[src/rtl/ahb2ocp_ram_ctrl_pkg.sv]
// Shared state encoding and port indices for the ahb2ocp RAM controller.
package ahb2ocp_ram_ctrl_pkg;

    typedef enum logic [1:0] {
        ST_WAIT  = 2'd0,
        ST_CLEAR = 2'd1,
        ST_RUN   = 2'd2
    } state_t;

    localparam int P0 = 0;
    localparam int P1 = 1;

endpackage

[src/rtl/ahb2ocp_ram_rr_arb.sv]
// Two-way round-robin arbiter: on a tie the port not granted most recently wins.
module ahb2ocp_ram_rr_arb
    import ahb2ocp_ram_ctrl_pkg::*;
(
    input  logic       clk,
    input  logic       rst_n,
    input  logic [1:0] req,
    input  logic       enable,
    output logic [1:0] gnt
);

    logic       last_q;
    logic       last_d;
    logic [1:0] gnt_d;

    always_comb begin
        gnt_d  = 2'b00;
        last_d = last_q;
        if (enable) begin
            if (req[P0] && req[P1]) begin
                if (last_q) begin
                    gnt_d[P0] = 1'b1;
                end else begin
                    gnt_d[P1] = 1'b1;
                end
            end else if (req[P0]) begin
                gnt_d[P0] = 1'b1;
            end else if (req[P1]) begin
                gnt_d[P1] = 1'b1;
            end
            if (gnt_d[P1]) begin
                last_d = 1'b1;
            end else if (gnt_d[P0]) begin
                last_d = 1'b0;
            end
        end
    end

    assign gnt = gnt_d;

    // Pointer resets to port 1 so that port 0 wins the first tie.
    always_ff @(posedge clk or negedge rst_n) begin
        if (!rst_n) begin
            last_q <= 1'b1;
        end else begin
            last_q <= last_d;
        end
    end

endmodule

[src/rtl/ahb2ocp_ram_ctrl.sv]
// Sequencer and two-port arbiter in front of the single-port ahb2ocp_ram:
// zero-fills the array after reset, then shares it between the AHB and OCP sides.
module ahb2ocp_ram_ctrl
    import ahb2ocp_ram_ctrl_pkg::*;
#(
    parameter int WORDS     = 8,
    parameter int DATA_SIZE = 32,
    parameter int ADDR_SIZE = 3
) (
    input  logic                 clk,
    input  logic                 rst_n,
    input  logic                 req0,
    input  logic                 we0,
    input  logic [ADDR_SIZE-1:0] addr0,
    input  logic [DATA_SIZE-1:0] wdata0,
    input  logic [DATA_SIZE-1:0] be0,
    input  logic                 req1,
    input  logic                 we1,
    input  logic [ADDR_SIZE-1:0] addr1,
    input  logic [DATA_SIZE-1:0] wdata1,
    input  logic [DATA_SIZE-1:0] be1,
    output logic                 gnt0,
    output logic                 gnt1,
    output logic                 rvalid0,
    output logic                 rvalid1,
    output logic [DATA_SIZE-1:0] rdata0,
    output logic [DATA_SIZE-1:0] rdata1,
    output logic                 err0,
    output logic                 err1,
    output logic                 init_done,
    output logic                 ram_cs,
    output logic                 ram_rd_e,
    output logic                 ram_wr_e,
    output logic [ADDR_SIZE-1:0] ram_addr,
    output logic [DATA_SIZE-1:0] ram_wdata,
    output logic [DATA_SIZE-1:0] ram_be,
    input  logic [DATA_SIZE-1:0] ram_rdata
);

    localparam logic [ADDR_SIZE-1:0] LAST_ADDR = ADDR_SIZE'(WORDS - 1);

    function automatic logic in_range(input logic [ADDR_SIZE-1:0] a);
        return int'(a) < WORDS;
    endfunction

    state_t                 state_q;
    state_t                 state_d;
    logic [ADDR_SIZE-1:0]   clr_cnt_q;
    logic [ADDR_SIZE-1:0]   clr_cnt_d;
    logic                   init_done_q;
    logic                   init_done_d;
    logic [1:0]             rvalid_q;
    logic [1:0]             rvalid_d;
    logic [1:0]             err_q;
    logic [1:0]             err_d;

    logic                   arb_en;
    logic [1:0]             arb_gnt;
    logic                   oor0;
    logic                   oor1;
    logic                   sel_p1;
    logic                   cmd_we;
    logic                   cmd_oor;
    logic [ADDR_SIZE-1:0]   cmd_addr;
    logic [DATA_SIZE-1:0]   cmd_wdata;
    logic [DATA_SIZE-1:0]   cmd_be;

    assign arb_en = (state_q == ST_RUN);

    ahb2ocp_ram_rr_arb u_arb (
        .clk    (clk),
        .rst_n  (rst_n),
        .req    ({req1, req0}),
        .enable (arb_en),
        .gnt    (arb_gnt)
    );

    assign oor0      = !in_range(addr0);
    assign oor1      = !in_range(addr1);
    assign sel_p1    = arb_gnt[P1];
    assign cmd_we    = sel_p1 ? we1    : we0;
    assign cmd_oor   = sel_p1 ? oor1   : oor0;
    assign cmd_addr  = sel_p1 ? addr1  : addr0;
    assign cmd_wdata = sel_p1 ? wdata1 : wdata0;
    assign cmd_be    = sel_p1 ? be1    : be0;

    always_comb begin
        state_d   = state_q;
        clr_cnt_d = clr_cnt_q;
        ram_cs    = 1'b0;
        ram_rd_e  = 1'b0;
        ram_wr_e  = 1'b0;
        ram_addr  = '0;
        ram_wdata = '0;
        ram_be    = '0;
        case (state_q)
            ST_WAIT: begin
                state_d   = ST_CLEAR;
                clr_cnt_d = '0;
            end
            ST_CLEAR: begin
                ram_cs   = 1'b1;
                ram_wr_e = 1'b1;
                ram_addr = clr_cnt_q;
                ram_be   = '1;
                // Equality compare keeps the exit correct when WORDS fills the address space.
                if (clr_cnt_q == LAST_ADDR) begin
                    state_d = ST_RUN;
                end else begin
                    clr_cnt_d = clr_cnt_q + ADDR_SIZE'(1);
                end
            end
            ST_RUN: begin
                if (|arb_gnt) begin
                    ram_addr  = cmd_addr;
                    ram_wdata = cmd_wdata;
                    ram_be    = cmd_be;
                    if (!cmd_oor) begin
                        ram_cs   = 1'b1;
                        ram_wr_e = cmd_we;
                        ram_rd_e = !cmd_we;
                    end
                end
            end
            default: begin
                state_d = ST_WAIT;
            end
        endcase
    end

    always_comb begin
        init_done_d  = (state_d == ST_RUN);
        rvalid_d     = 2'b00;
        err_d        = 2'b00;
        rvalid_d[P0] = arb_gnt[P0] && !we0;
        rvalid_d[P1] = arb_gnt[P1] && !we1;
        err_d[P0]    = arb_gnt[P0] && oor0;
        err_d[P1]    = arb_gnt[P1] && oor1;
    end

    always_ff @(posedge clk or negedge rst_n) begin
        if (!rst_n) begin
            state_q     <= ST_WAIT;
            clr_cnt_q   <= '0;
            init_done_q <= 1'b0;
            rvalid_q    <= 2'b00;
            err_q       <= 2'b00;
        end else begin
            state_q     <= state_d;
            clr_cnt_q   <= clr_cnt_d;
            init_done_q <= init_done_d;
            rvalid_q    <= rvalid_d;
            err_q       <= err_d;
        end
    end

    assign gnt0      = arb_gnt[P0];
    assign gnt1      = arb_gnt[P1];
    assign init_done = init_done_q;
    assign rvalid0   = rvalid_q[P0];
    assign rvalid1   = rvalid_q[P1];
    assign err0      = err_q[P0];
    assign err1      = err_q[P1];
    // An out-of-range read never reached the RAM, so its data is forced to zero.
    assign rdata0    = err_q[P0] ? '0 : ram_rdata;
    assign rdata1    = err_q[P1] ? '0 : ram_rdata;

endmodule

[config.mk]
export PLATFORM = sky130hd
export DESIGN_NAME = ahb2ocp_ram_ctrl
export DESIGN_NICKNAME = d
export VERILOG_FILES = /design/src/rtl/ahb2ocp_ram_ctrl_pkg.sv /design/src/rtl/ahb2ocp_ram_rr_arb.sv /design/src/rtl/ahb2ocp_ram_ctrl.sv
export SDC_FILE = /design/constraint.sdc
export NUM_CORES = 1
export LEC_CHECK = 0
export ABC_AREA = 0
export ABC_CLOCK_PERIOD_IN_PS = 1850
export BUFFER_PORTS_ARGS = -buffer_cell sky130_fd_sc_hd__buf_2
export CELL_PAD_IN_SITES_DETAIL_PLACEMENT = 1
export CELL_PAD_IN_SITES_GLOBAL_PLACEMENT = 2
export CORE_MARGIN = 3
export CORE_UTILIZATION = 10
export DETAILED_ROUTE_END_ITERATION = 16
export PLACE_DENSITY_LB_ADDON = 0.1
export SLEW_MARGIN = 0
export SYNTH_ARGS = -nofsm -noshare
export SYNTH_HDL_FRONTEND = slang
export SYNTH_SLANG_ARGS = --single-unit
[constraint.sdc]
create_clock -name clk -period 1.85 [get_ports clk]
set_clock_uncertainty 0.1 [all_clocks]
set_input_delay 0.2775 -clock clk [delete_from_list [all_inputs] [get_ports clk]]
set_output_delay 0.2775 -clock clk [all_outputs]
set_load 0.01 [all_outputs]
==> results of run 1 <==
[metal layers]
layer,GRT usage [%],part of all wire [%]
met4,2.68,2.3
met5,0,0.14
met2,14.1,49
met3,2.99,12
met1,9.07,37
[cells by family (layout without fill, tap and decap cells)]
family                   after synthesis  in the layout  share of synthesized area (%)
buffers and inverters                 88            258                           34.0
AO/OA/AOI/OAI                         78             78                           40.6
AND/OR/NAND/NOR                       19             19                           7.28
flip-flops                             9              9                           12.2
adder cells (fa/ha/maj)                6              6                           4.04
multiplexers                           2              2                           1.21
other                                  1              3                          0.202
XOR/XNOR                               1              1                          0.472
[sequential cells by signal (all words and copies together) (netlist names)]
name and count:
clr_cnt_q 3, u_arb.last_q 1, state_q 2, init_done 1, rvalid_q 2
[through the flow]
| stage | total power, mW | setup TNS, ns | instance area, um2 | setup WS (ns) | hold slack (ns) |
|---|---|---|---|---|---|
| 2_1_floorplan | 0.735 | -0.492 | 1920 | -0.0338 | -0.118 |
| 3_3_place_gp | 1.00 | -8.03 | 2880 | -0.171 | 0.0555 |
| 3_5_place_dp | 0.995 | -9.20 | 2880 | -0.179 | 0.0547 |
| 4_1_cts | 1.53 | -24.30 | 3250 | -0.407 | 0.162 |
| 5_1_grt | 1.68 | -29.02 | 3430 | -0.469 | 0.165 |
| 6_report | 1.56 | -22.76 | 3430 | -0.403 | 0.150 |
[Yosys cell counts (all sizes together)]
cell type / count / area, um2
and3: 3 / 18.8
nor3: 2 / 21.3
dfstp: 1 / 26.3
nor2b: 3 / 26.3
nand3b: 1 / 7.51
nor3b: 1 / 18.8
xnor2: 1 / 8.76
conb: 1 / 3.75
and2: 1 / 6.26
o21ai: 4 / 20.0
nand2: 4 / 17.5
ha: 6 / 75.1
a22o: 35 / 307
a221o: 36 / 400
o21bai: 1 / 7.51
buf: 79 / 598
o211a: 1 / 10.0
inv: 5 / 18.8
dfrtp: 8 / 200
nand3: 1 / 5.00
clkbuf: 4 / 15.0
nor2: 3 / 13.8
mux2: 2 / 22.5
o31a: 1 / 8.76
[layout make-up]
type                       instances  area, um2  share of cell area, %
inverter                           5       21.3                  0.621
sequential                         9        226                   6.61
tap                              229        287                   8.36
timing repair buffer             249       1760                   51.4
antenna                            1       2.50                 0.0730
clock buffer                       4       78.8                   2.30
multi-input combinational        108       1050                   30.6
[repair_timing]
action / 4_1_cts / 5_1_grt
cloned: 1 / 4
setup buffers: 4 / 4
endpoints found under the hold margin: 8 / 0
hold buffers: 1 / 0
resized for setup: 36 / 16
pin swaps: 33 / 45
endpoints found under the setup margin: 72 / 72
[worst min path at each step]
stage,startpoint,endpoint,cells past startpoint
3_3_place_gp,rst_n,init_done,1
4_1_cts,we1,rvalid_q[1],2
6_report,we1,rvalid_q[1],2
2_1_floorplan,rst_n,clr_cnt_q[0],0
3_5_place_dp,rst_n,state_q[1],1
5_1_grt,we1,rvalid_q[1],2
[where the power goes]
part	internal [mW]	switching, mW
Clock	0.289	0.104
Sequential	0.206	0.00500
Combinational	0.564	0.394
==> qor.csv, run 1 <==
stage,metric,value,unit
timing,setup ws final,-0.403,ns
global_route,pin count of the biggest net entering global routing,34,
route,DRC,0,
worst_setup_path,reg2reg setup slack,0.21,ns
worst_setup_path,CP Launch Type,flip-flop,
timing,Final Max Slew Viols,0,
timing,RSZ-0062 raised after global routing,true,
layout,Total Nets Final,554,
timing,min Tclk post-route,2.25,ns
clock_network,TritonCTS Buffers,3,
worst_setup_path,WP depth,8,
route,vias,2324,
run_status,outcome,"finished, violations left",
worst_setup_path,RR Startpoint,state_q[0],
worst_setup_path,Setup CP Type,flip-flop to output pin,
synth,Syn. warnings,0,
floorplanning,num rows,49,
clock_network,Clock transition at path regs,0.04,ns
floorplanning,Die Span X,142,um
layout,share of layout cells above drive strength 1,79.7,%
clock_network,clk root buf,clkbuf_16,
synth,sequential share of the synthesized area,12.2,%
layout,area grow syn2layout,84.6,%
timing,endpoints failing hold,0,
floorplanning,die height,142,um
power_and_ir_drop,Pwr per Cell Area,456,nW/um2
min_path,Hold Crit Class,input pin to flip-flop,
global_route,vias in the first global route,2484,
global_route,GRT Util Overall,8.07,%
floorplanning,DIE AREA,20200,um2
layout,Non-Filler Instances,605,
timing,Fmax,444,MHz
worst_setup_path,CP top delay family,buffers and inverters,
timing,Tcrit/Tclk final,122,%
power_and_ir_drop,maximum vdd drop,201,uV
worst_setup_path,Buf/Inv on CP,5,
worst_setup_path,Critical Path RT,1.47,ns
layout,Final Core Density,18.9,%
worst_setup_path,FF-to-FF End,state_q[0],
run_status,violated checks,setup timing,
route,DR vias/cell,3.84,
layout,fill count,2155,
global_route,antenna violations before repair,2,
synth,Mapped Area,1860,um2
flow_run,maxcap violations,0,
route,detailed-route wire length,9240,um
layout,"commonest non-fill, non-tap cell in the layout",buf_2,
worst_setup_path,critical-path cell list,"inv_2, ha_4, inv_4, nor3_4, buf_12, clkbuf_16, a221o_2, buf_6",
floorplanning,Initial Util,10.3,%
place,Cells after DPL,588,
place,DP HPWL,7420,um
worst_setup_path,Critical Path Sink Type,output pin,
worst_setup_path,Critical Path Source,state_q[1],
synth,post-synth cell types,32,
worst_setup_path,worst reg2reg path depth,6,
place,final RePlAce weighted congestion,0.699,
synth,"flops & latches, synth",9,
worst_setup_path,CP endpoint,ram_be[17],
route,WL per Instance,15.3,um
layout,most frequent cells in the layout,"buf_2, buf_6, a22o_1",
clock_network,Max Root-Sink Buffers,2,
timing,# setup viols final,72,
clock_network,H-tree levels,1,
floorplanning,I/O Pins,313,
global_route,first-pass GRT wire length,13300,um
worst_setup_path,Worst Path Max Fanout,9,
worst_setup_path,WP data arrival,1.88,ns
route,DRT iter0 DRCs,31,
synth,Post-Synthesis Cells,204,
power_and_ir_drop,Leak,1.74,nW
synth,syn avg cell area,9.10,um2
clock_network,clk_lat worst skew,0.24,ns
place,Port Buffer Count,214,
clock_network,Num Clock Sinks,9,
global_route,global route overflow,0,
worst_setup_path,CP max stage delay,0.40,ns
route,Post-DRT Antenna Nets,0,
floorplanning,core area,18100,um2
clock_network,CTS tree,yes,
worst_setup_path,Crit-path slowest cell,dfrtp_1,
route,DRT Pass-1 Iters,4,
No activity file was read; power rests on OpenSTA's default activity.
==> run 2: changes to the inputs <==
--- a/config.mk
+++ b/config.mk
@@ -7,13 +7,15 @@
 export LEC_CHECK = 0
 export ABC_AREA = 0
 export ABC_CLOCK_PERIOD_IN_PS = 1850
-export BUFFER_PORTS_ARGS = -buffer_cell sky130_fd_sc_hd__buf_2
 export CELL_PAD_IN_SITES_DETAIL_PLACEMENT = 1
 export CELL_PAD_IN_SITES_GLOBAL_PLACEMENT = 2
-export CORE_MARGIN = 3
-export CORE_UTILIZATION = 10
+export CORE_AREA = 3 3 119 121
+export CTS_CLUSTER_SIZE = 10
 export DETAILED_ROUTE_END_ITERATION = 16
+export DIE_AREA = 0 0 122 124
+export DONT_BUFFER_PORTS = 1
 export PLACE_DENSITY_LB_ADDON = 0.1
+export SETUP_SLACK_MARGIN = 0.4
 export SLEW_MARGIN = 0
 export SYNTH_ARGS = -nofsm -noshare
 export SYNTH_HDL_FRONTEND = slang
==> run 2 against run 1 <==
Compared with the run above: the flow still finishes with violations (setup timing); first-iteration DRC count up 90%; die area down 25%; cell count down 44%; routed wire length down 6.1%; fmax up 3.2%; non-clock buffer count down 212; final area down 32%; flip-flop and latch count unchanged; sequential share of layout area up 3.2 points; global-route usage up 1.4 points; clock power down 3%; core utilization down 1.4 points; largest cell class is now multi-input combinational cells.
==> qor.csv, run 2 (same netlist as run 1, synthesis figures left out) <==
stage,metric,value,unit,change
run_status,outcome,"finished, violations left",,
run_status,violated checks,setup timing,,
route,WL per Instance,25.4,um,+67%
timing,RSZ-0062 raised after global routing,true,,
worst_setup_path,Crit-path slowest cell,dfrtp_1,,
worst_setup_path,Critical Path Sink Type,output pin,,
worst_setup_path,Setup CP Type,flip-flop to output pin,,
layout,Largest register FFs,3,,unchanged
clock_network,Clock transition at path regs,0.04,ns,about the same
route,DRC,0,,unchanged
timing,Final Max Slew Viols,0,,unchanged
timing,Setup Total Neg Slack,-21.84,ns,+0.919 ns
worst_setup_path,critical-path cell list,"buf_6, ha_4, buf_6, nand2_4, nor3b_4, buf_6, buf_16, a221o_2",,
place,Post-Place Worst Slack,-0.675,ns,-0.496 ns
worst_setup_path,"most used cell, CP",buf_6,,
layout,Register Area,226,um2,unchanged
timing,Tcrit/Tclk final,118,%,-3.7 points
route,detailed-route wire length,8670,um,-6.1%
power_and_ir_drop,Psw,0.418,mW,-17%
power_and_ir_drop,Clk pwr share,31.3,%,+6.2 points
clock_network,Num Clock Sinks,9,,unchanged
global_route,first-pass GRT wire length,10700,um,-20%
clock_network,H-tree levels,1,,unchanged
min_path,Hold Crit Class,input pin to flip-flop,,
worst_setup_path,CP max stage delay,0.41,ns,about the same
floorplanning,Initial Util,14.1,%,+3.8 points
global_route,antenna violations before repair,0,,-2
floorplanning,die height,124,um,-13%
route,DR vias/cell,4.60,,+20%
layout,"commonest non-fill, non-tap cell in the layout",a221o_2,,
timing,min Tclk post-route,2.18,ns,-0.0692 ns
clock_network,clk_lat worst skew,0.23,ns,about the same
power_and_ir_drop,Gate power share,51.3,%,-10 points
power_and_ir_drop,sw frac,34.4,%,+2.2 points
place,final RePlAce weighted congestion,0.738,,+5.6%
layout,Final Core Density,17.5,%,-1.4 points
worst_setup_path,Worst Path Max Fanout,9,,unchanged
flow_run,maxcap violations,0,,unchanged
floorplanning,I/O Pins,313,,unchanged
global_route,GRT Util Overall,9.46,%,+1.4 points
power_and_ir_drop,Sequential Power Share,17.5,%,+4.0 points
timing,Fmax,458,MHz,+3.2%
place,DP HPWL,6220,um,-16%
worst_setup_path,CP Launch Type,flip-flop,,
worst_setup_path,WP data arrival,1.81,ns,-0.07 ns
layout,share of layout cells above drive strength 1,68.5,%,-11 points
worst_setup_path,Buf/Inv on CP,4,,-1
layout,most frequent cells in the layout,"a221o_2, a22o_1, buf_4",,
route,DRT Pass-1 Iters,4,,unchanged
clock_network,clk root buf,clkbuf_16,,
global_route,global route overflow,0,,unchanged
floorplanning,DIE AREA,15100,um2,-25%
timing,endpoints failing hold,0,,unchanged
timing,# setup viols final,71,,-1.4%
power_and_ir_drop,maximum vdd drop,357,uV,+78%
power_and_ir_drop,PnR Total Power,1.22,mW,-22%
route,vias,1567,,-33%
route,DRT iter0 DRCs,59,,+90%
worst_setup_path,CP top delay family,buffers and inverters,,
layout,fill count,1493,,-31%
power_and_ir_drop,Leak,0.906,nW,-48%
power_and_ir_drop,Internal,0.799,mW,-25%
floorplanning,core area,13200,um2,-27%
layout,largest register by flop count,clr_cnt_q,,
timing,setup ws final,-0.334,ns,+0.0692 ns
power_and_ir_drop,Pwr per Cell Area,526,nW/um2,+15%
clock_network,TritonCTS Buffers,3,,unchanged
global_route,pin count of the biggest net entering global routing,35,,+2.9%
layout,Top Registers,"clr_cnt_q: 3 flops, rvalid_q: 2 flops, state_q: 2 flops",,
layout,# diodes,0,,-1
route,Post-DRT Antenna Nets,0,,unchanged
clock_network,Max Root-Sink Buffers,2,,unchanged
floorplanning,num rows,42,,-14%
global_route,vias in the first global route,1626,,-35%
layout,Total Nets Final,344,,-38%
place,Port Buffer Count,0,,-100%
clock_network,CTS tree,yes,,
worst_setup_path,Critical Path RT,1.47,ns,about the same
layout,area grow syn2layout,24.6,%,
floorplanning,Die Span X,122,um,-14%
layout,Multi-input gate area,1290,um2,+23%
==> run 2: changes by cell type in the layout (fill, tap and decap cells not counted), moves of 3 or more <==
cell       delta
ha_1          -3
o21ai_0       -3
buf_2       -176
a22o_1       -15
buf_12        -5
a22o_4       +15
clkbuf_16     -3
buf_16        +4
buf_6        -32
==> run 2: cell type report <==
type	instances	area share [%]
well taps	176	9.52
inverters	5	1.57
clock buffers	4	3.41
repair buffers	37	19.7
multi-input cells	109	55.7
flip-flops and latches	9	9.79
repair inverters	1	0.379
==> run 2: layer usage <==
metal	global-route usage, %	share of wire, %	vias up
met1	10.5	34	767
met4	2.03	1.5	0
met5	0	0	-
li1	-	-	656
met3	2.86	9.0	23
met2	17.8	55	121
==> run 2: path summary, 6_finish.rpt <==
kind / start / to / slack, ns / depth (start not counted)
min reg2reg: u_arb.last_q / u_arb.last_q / 0.51 / 3
min in group asynchronous: rst_n / state_q[0] / 0.35 / 1
min: we0 / rvalid_q[0] / 0.008 / 1
max in group asynchronous: rst_n / u_arb.last_q / 0.95 / 1
max reg2reg: state_q[0] / init_done / 0.31 / 7
max: state_q[1] / ram_addr[0] / -0.33 / 8
==> run 2: repair_timing <==
action                                  4_1_cts  5_1_grt
gates resized for setup                      41       11
endpoints found under the setup margin       77       77
pin swaps                                    28       16
endpoints found under the hold margin         9        0
gates cloned                                  6        0
hold buffers                                  1        0
setup buffers                                13        6
==> run 2: stage by stage <==
stage / hold WS, ns / instances / cell area, um2
3_5_place_dp: -0.118 / 311 / 1680
4_1_cts: 0.00319 / 335 / 2200
5_1_grt: 0.00241 / 341 / 2310
6_report: 0.00828 / 341 / 2310
2_1_floorplan: -0.118 / 205 / 2010
3_3_place_gp: -0.118 / 311 / 1680
==> run 2: worst register-to-register path: stages, from the launching register on <==
cell,delay [ns]
dfrtp_1,0.38
buf_4,0.14
buf_6,0.12
ha_4,0.16
buf_8,0.13
nor2b_1,0.13
o21ai_1,0.15
o211a_1,0.17
==> run 2: power groups by stage <==
stage / clock [mW] / sequential (mW) / combinational [mW]
2_1_floorplan: 0 / 0.216 / 0.544
3_3_place_gp: 0 / 0.216 / 0.445
3_5_place_dp: 0 / 0.216 / 0.451
4_1_cts: 0.391 / 0.214 / 0.610
5_1_grt: 0.395 / 0.213 / 0.664
6_report: 0.380 / 0.212 / 0.624
==> run 3: changes to the inputs <==
--- a/config.mk
+++ b/config.mk
@@ -6,17 +6,17 @@
 export NUM_CORES = 1
 export LEC_CHECK = 0
 export ABC_AREA = 0
-export ABC_CLOCK_PERIOD_IN_PS = 1850
+export ABC_CLOCK_PERIOD_IN_PS = 2550
 export CELL_PAD_IN_SITES_DETAIL_PLACEMENT = 1
 export CELL_PAD_IN_SITES_GLOBAL_PLACEMENT = 2
-export CORE_AREA = 3 3 119 121
+export CORE_AREA = 3 3 122 124
 export CTS_CLUSTER_SIZE = 10
 export DETAILED_ROUTE_END_ITERATION = 16
-export DIE_AREA = 0 0 122 124
+export DIE_AREA = 0 0 125 127
 export DONT_BUFFER_PORTS = 1
 export PLACE_DENSITY_LB_ADDON = 0.1
 export SETUP_SLACK_MARGIN = 0.4
-export SLEW_MARGIN = 0
+export SLEW_MARGIN = 10
 export SYNTH_ARGS = -nofsm -noshare
 export SYNTH_HDL_FRONTEND = slang
 export SYNTH_SLANG_ARGS = --single-unit
==> constraint.sdc (replaced) <==
create_clock -name clk -period 2.55 [get_ports clk]
set_clock_uncertainty 0.1 [all_clocks]
set_input_delay 0.3825 -clock clk [delete_from_list [all_inputs] [get_ports clk]]
set_output_delay 0.3825 -clock clk [all_outputs]
set_load 0.01 [all_outputs]
==> run 3 against run 2 <==
Compared with the run above: the run now ends clean; largest power group unchanged; critical path depth is 2 lower; total power shrank 27%; flip-flop and latch count unchanged.
==> qor.csv, run 3 (same netlist as run 1, synthesis figures left out) <==
stage,metric,value,unit,change
power_and_ir_drop,maximum vdd drop,233,uV,-35%
floorplanning,Die Span X,125,um,+2.5%
place,DP HPWL,5940,um,-4.5%
worst_setup_path,Worst Path Max Fanout,36,,+27
route,WL per Instance,26.4,um,+3.7%
timing,endpoints failing hold,0,,unchanged
worst_setup_path,Buf/Inv on CP,2,,-2
global_route,vias in the first global route,1589,,-2.3%
route,detailed-route wire length,8780,um,+1.3%
clock_network,CTS tree,yes,,
timing,Tcrit/Tclk final,89.5,%,
power_and_ir_drop,Internal,0.587,mW,-26%
clock_network,TritonCTS Buffers,3,,unchanged
layout,Non-Filler Instances,333,,-2.3%
place,Port Buffer Count,0,,unchanged
global_route,antenna violations before repair,0,,unchanged
timing,min Tclk post-route,2.28,ns,
timing,Final Max Slew Viols,0,,unchanged
layout,Total Nets Final,332,,-3.5%
floorplanning,Initial Util,13.4,%,-0.70 points
global_route,first-pass GRT wire length,10100,um,-5.7%
layout,"commonest non-fill, non-tap cell in the layout",a221o_2,,
route,vias,1492,,-4.8%
timing,RSZ-0062 raised after global routing,true,,
power_and_ir_drop,Leak,0.904,nW,-0.24%
floorplanning,die height,127,um,+2.4%
power_and_ir_drop,sw frac,33.5,%,-0.89 points
worst_setup_path,WP data arrival,1.80,ns,about the same
worst_setup_path,Setup CP Type,flip-flop to output pin,,
layout,Top Registers,"clr_cnt_q: 3 flops, rvalid_q: 2 flops, state_q: 2 flops",,
timing,Fmax,438,MHz,
floorplanning,core area,13900,um2,+5.2%
worst_setup_path,Crit-path slowest cell,a221o_2,,
route,DR vias/cell,4.48,,-2.5%
timing,Setup Total Neg Slack,0,ns,+21.84 ns
global_route,global route overflow,0,,unchanged
worst_setup_path,critical-path cell list,"buf_6, ha_4, nand2_2, nor3_4, buf_12, a221o_2",,
clock_network,Num Clock Sinks,9,,unchanged
worst_setup_path,CP top delay family,compound AO/OA/AOI/OAI gates,,
global_route,pin count of the biggest net entering global routing,37,,+5.7%
place,Cells after DPL,307,,-1.3%
floorplanning,I/O Pins,313,,unchanged
worst_setup_path,CP max stage delay,0.44,ns,+0.03 ns
route,DRC,0,,unchanged
power_and_ir_drop,Gate power share,51.6,%,+0.3 points
layout,share of layout cells above drive strength 1,71.9,%,+3.4 points
worst_setup_path,Critical Path RT,2.07,ns,+0.60 ns
flow_run,maxcap violations,0,,unchanged
route,Post-DRT Antenna Nets,0,,unchanged
route,DRT iter0 DRCs,54,,-8.5%
run_status,outcome,completed,,
layout,largest register by flop count,clr_cnt_q,,
min_path,Hold Crit Class,input pin to flip-flop,,
floorplanning,DIE AREA,15900,um2,+4.9%
layout,Largest register FFs,3,,unchanged
power_and_ir_drop,Clk pwr share,30.7,%,-0.6 points
power_and_ir_drop,Pwr per Cell Area,381,nW/um2,-27%
worst_setup_path,reg2reg setup slack,0.91,ns,+0.60 ns
timing,Fin Hold WS,0.130,ns,+0.122 ns
global_route,GRT Util Overall,8.06,%,-1.4 points
clock_network,clk root buf,clkbuf_16,,
clock_network,clk_lat worst skew,0.23,ns,about the same
power_and_ir_drop,Sequential Power Share,17.7,%,+0.2 points
floorplanning,num rows,43,,+2.4%
route,DRT Pass-1 Iters,4,,unchanged
layout,fill count,1600,,+7.2%
clock_network,Clock transition at path regs,0.04,ns,about the same
layout,most frequent cells in the layout,"a221o_2, a22o_4, clkbuf_16",,
layout,area grow syn2layout,24.7,%,about the same
worst_setup_path,Critical Path Sink Type,output pin,,
layout,# diodes,0,,unchanged
power_and_ir_drop,Psw,0.296,mW,-29%
clock_network,H-tree levels,1,,unchanged
timing,# setup viols final,0,,-100%
clock_network,Max Root-Sink Buffers,2,,unchanged
worst_setup_path,CP Launch Type,flip-flop,,
place,final RePlAce weighted congestion,0.675,,-8.6%
-- run 3: cell count changes in the layout (fill, tap and decap cells not counted), sizes merged --
cell / before / now
buf: 36 / 20
clkbuf: 4 / 10
inv: 6 / 5
nor3: 3 / 2
-- run 3: final cells by class --
cell class / count / area [um2] / share of cell area (%)
sequential: 9 / 226 / 9.78
multi-input combinational: 108 / 1330 / 57.5
timing repair buffer: 27 / 427 / 18.4
tap: 180 / 225 / 9.73
inverter: 5 / 26.3 / 1.14
clock buffer: 4 / 78.8 / 3.41
-- run 3: layer usage --
layer  track usage (%)  vias up  share of wire (%)
li1                  -      632                  -
met5                 0        -                  0
met2              15.6      110                 55
met1              8.88      732                 37
met4              1.28        0               0.85
met3              2.30       18                7.7
-- run 3: power groups by stage --
stage | logic (mW) | clock network, mW | registers, mW
final | 0.456 | 0.271 | 0.156
after global routing | 0.477 | 0.294 | 0.157
after global placement | 0.312 | 0 | 0.158
after detailed placement | 0.313 | 0 | 0.158
after CTS | 0.347 | 0.283 | 0.156
after floorplan | 0.376 | 0 | 0.156
-- run 3: stage by stage --
stage	utilization, %	power (mW)	instance area (um2)	worst slack [ns]
after floorplan	-	0.533	1860	0.477
after global placement	11.2	0.470	1550	0.386
after detailed placement	11.2	0.471	1550	0.340
after CTS	13.2	0.786	1830	0.277
after global routing	16.7	0.928	2310	0.225
final	16.7	0.883	2310	0.267
-- run 3: final timing paths --
| check | start | to | depth (start not counted) |
|---|---|---|---|
| worst min register to register | u_arb.last_q | u_arb.last_q | 2 |
| worst max register to register | state_q[0] | init_done | 7 |
| worst min-delay path | we1 | rvalid_q[1] | 1 |
| worst max-delay path | state_q[1] | ram_be[24] | 6 |
| min in group asynchronous | rst_n | init_done | 1 |
| max in group asynchronous | rst_n | u_arb.last_q | 1 |
-- run 3: worst register-to-register path, stage by stage (launching register included) --
cell and delay [ns]:
dfrtp_1 0.38, buf_4 0.16, buf_4 0.13, buf_4 0.12
ha_1 0.22, nor2b_1 0.11, o21ai_0 0.13, o211a_1 0.17
-- run 3: repair_timing --
| action | in CTS | in global routing |
|---|---|---|
| resized for setup | 19 | 38 |
| cloned | 2 | 9 |
| setup buffers | 10 | 0 |
| pin swaps | 6 | 10 |
| hold endpoints to repair | 9 | 0 |
| setup endpoints to repair | 71 | 69 |
| hold buffers | 1 | 0 |
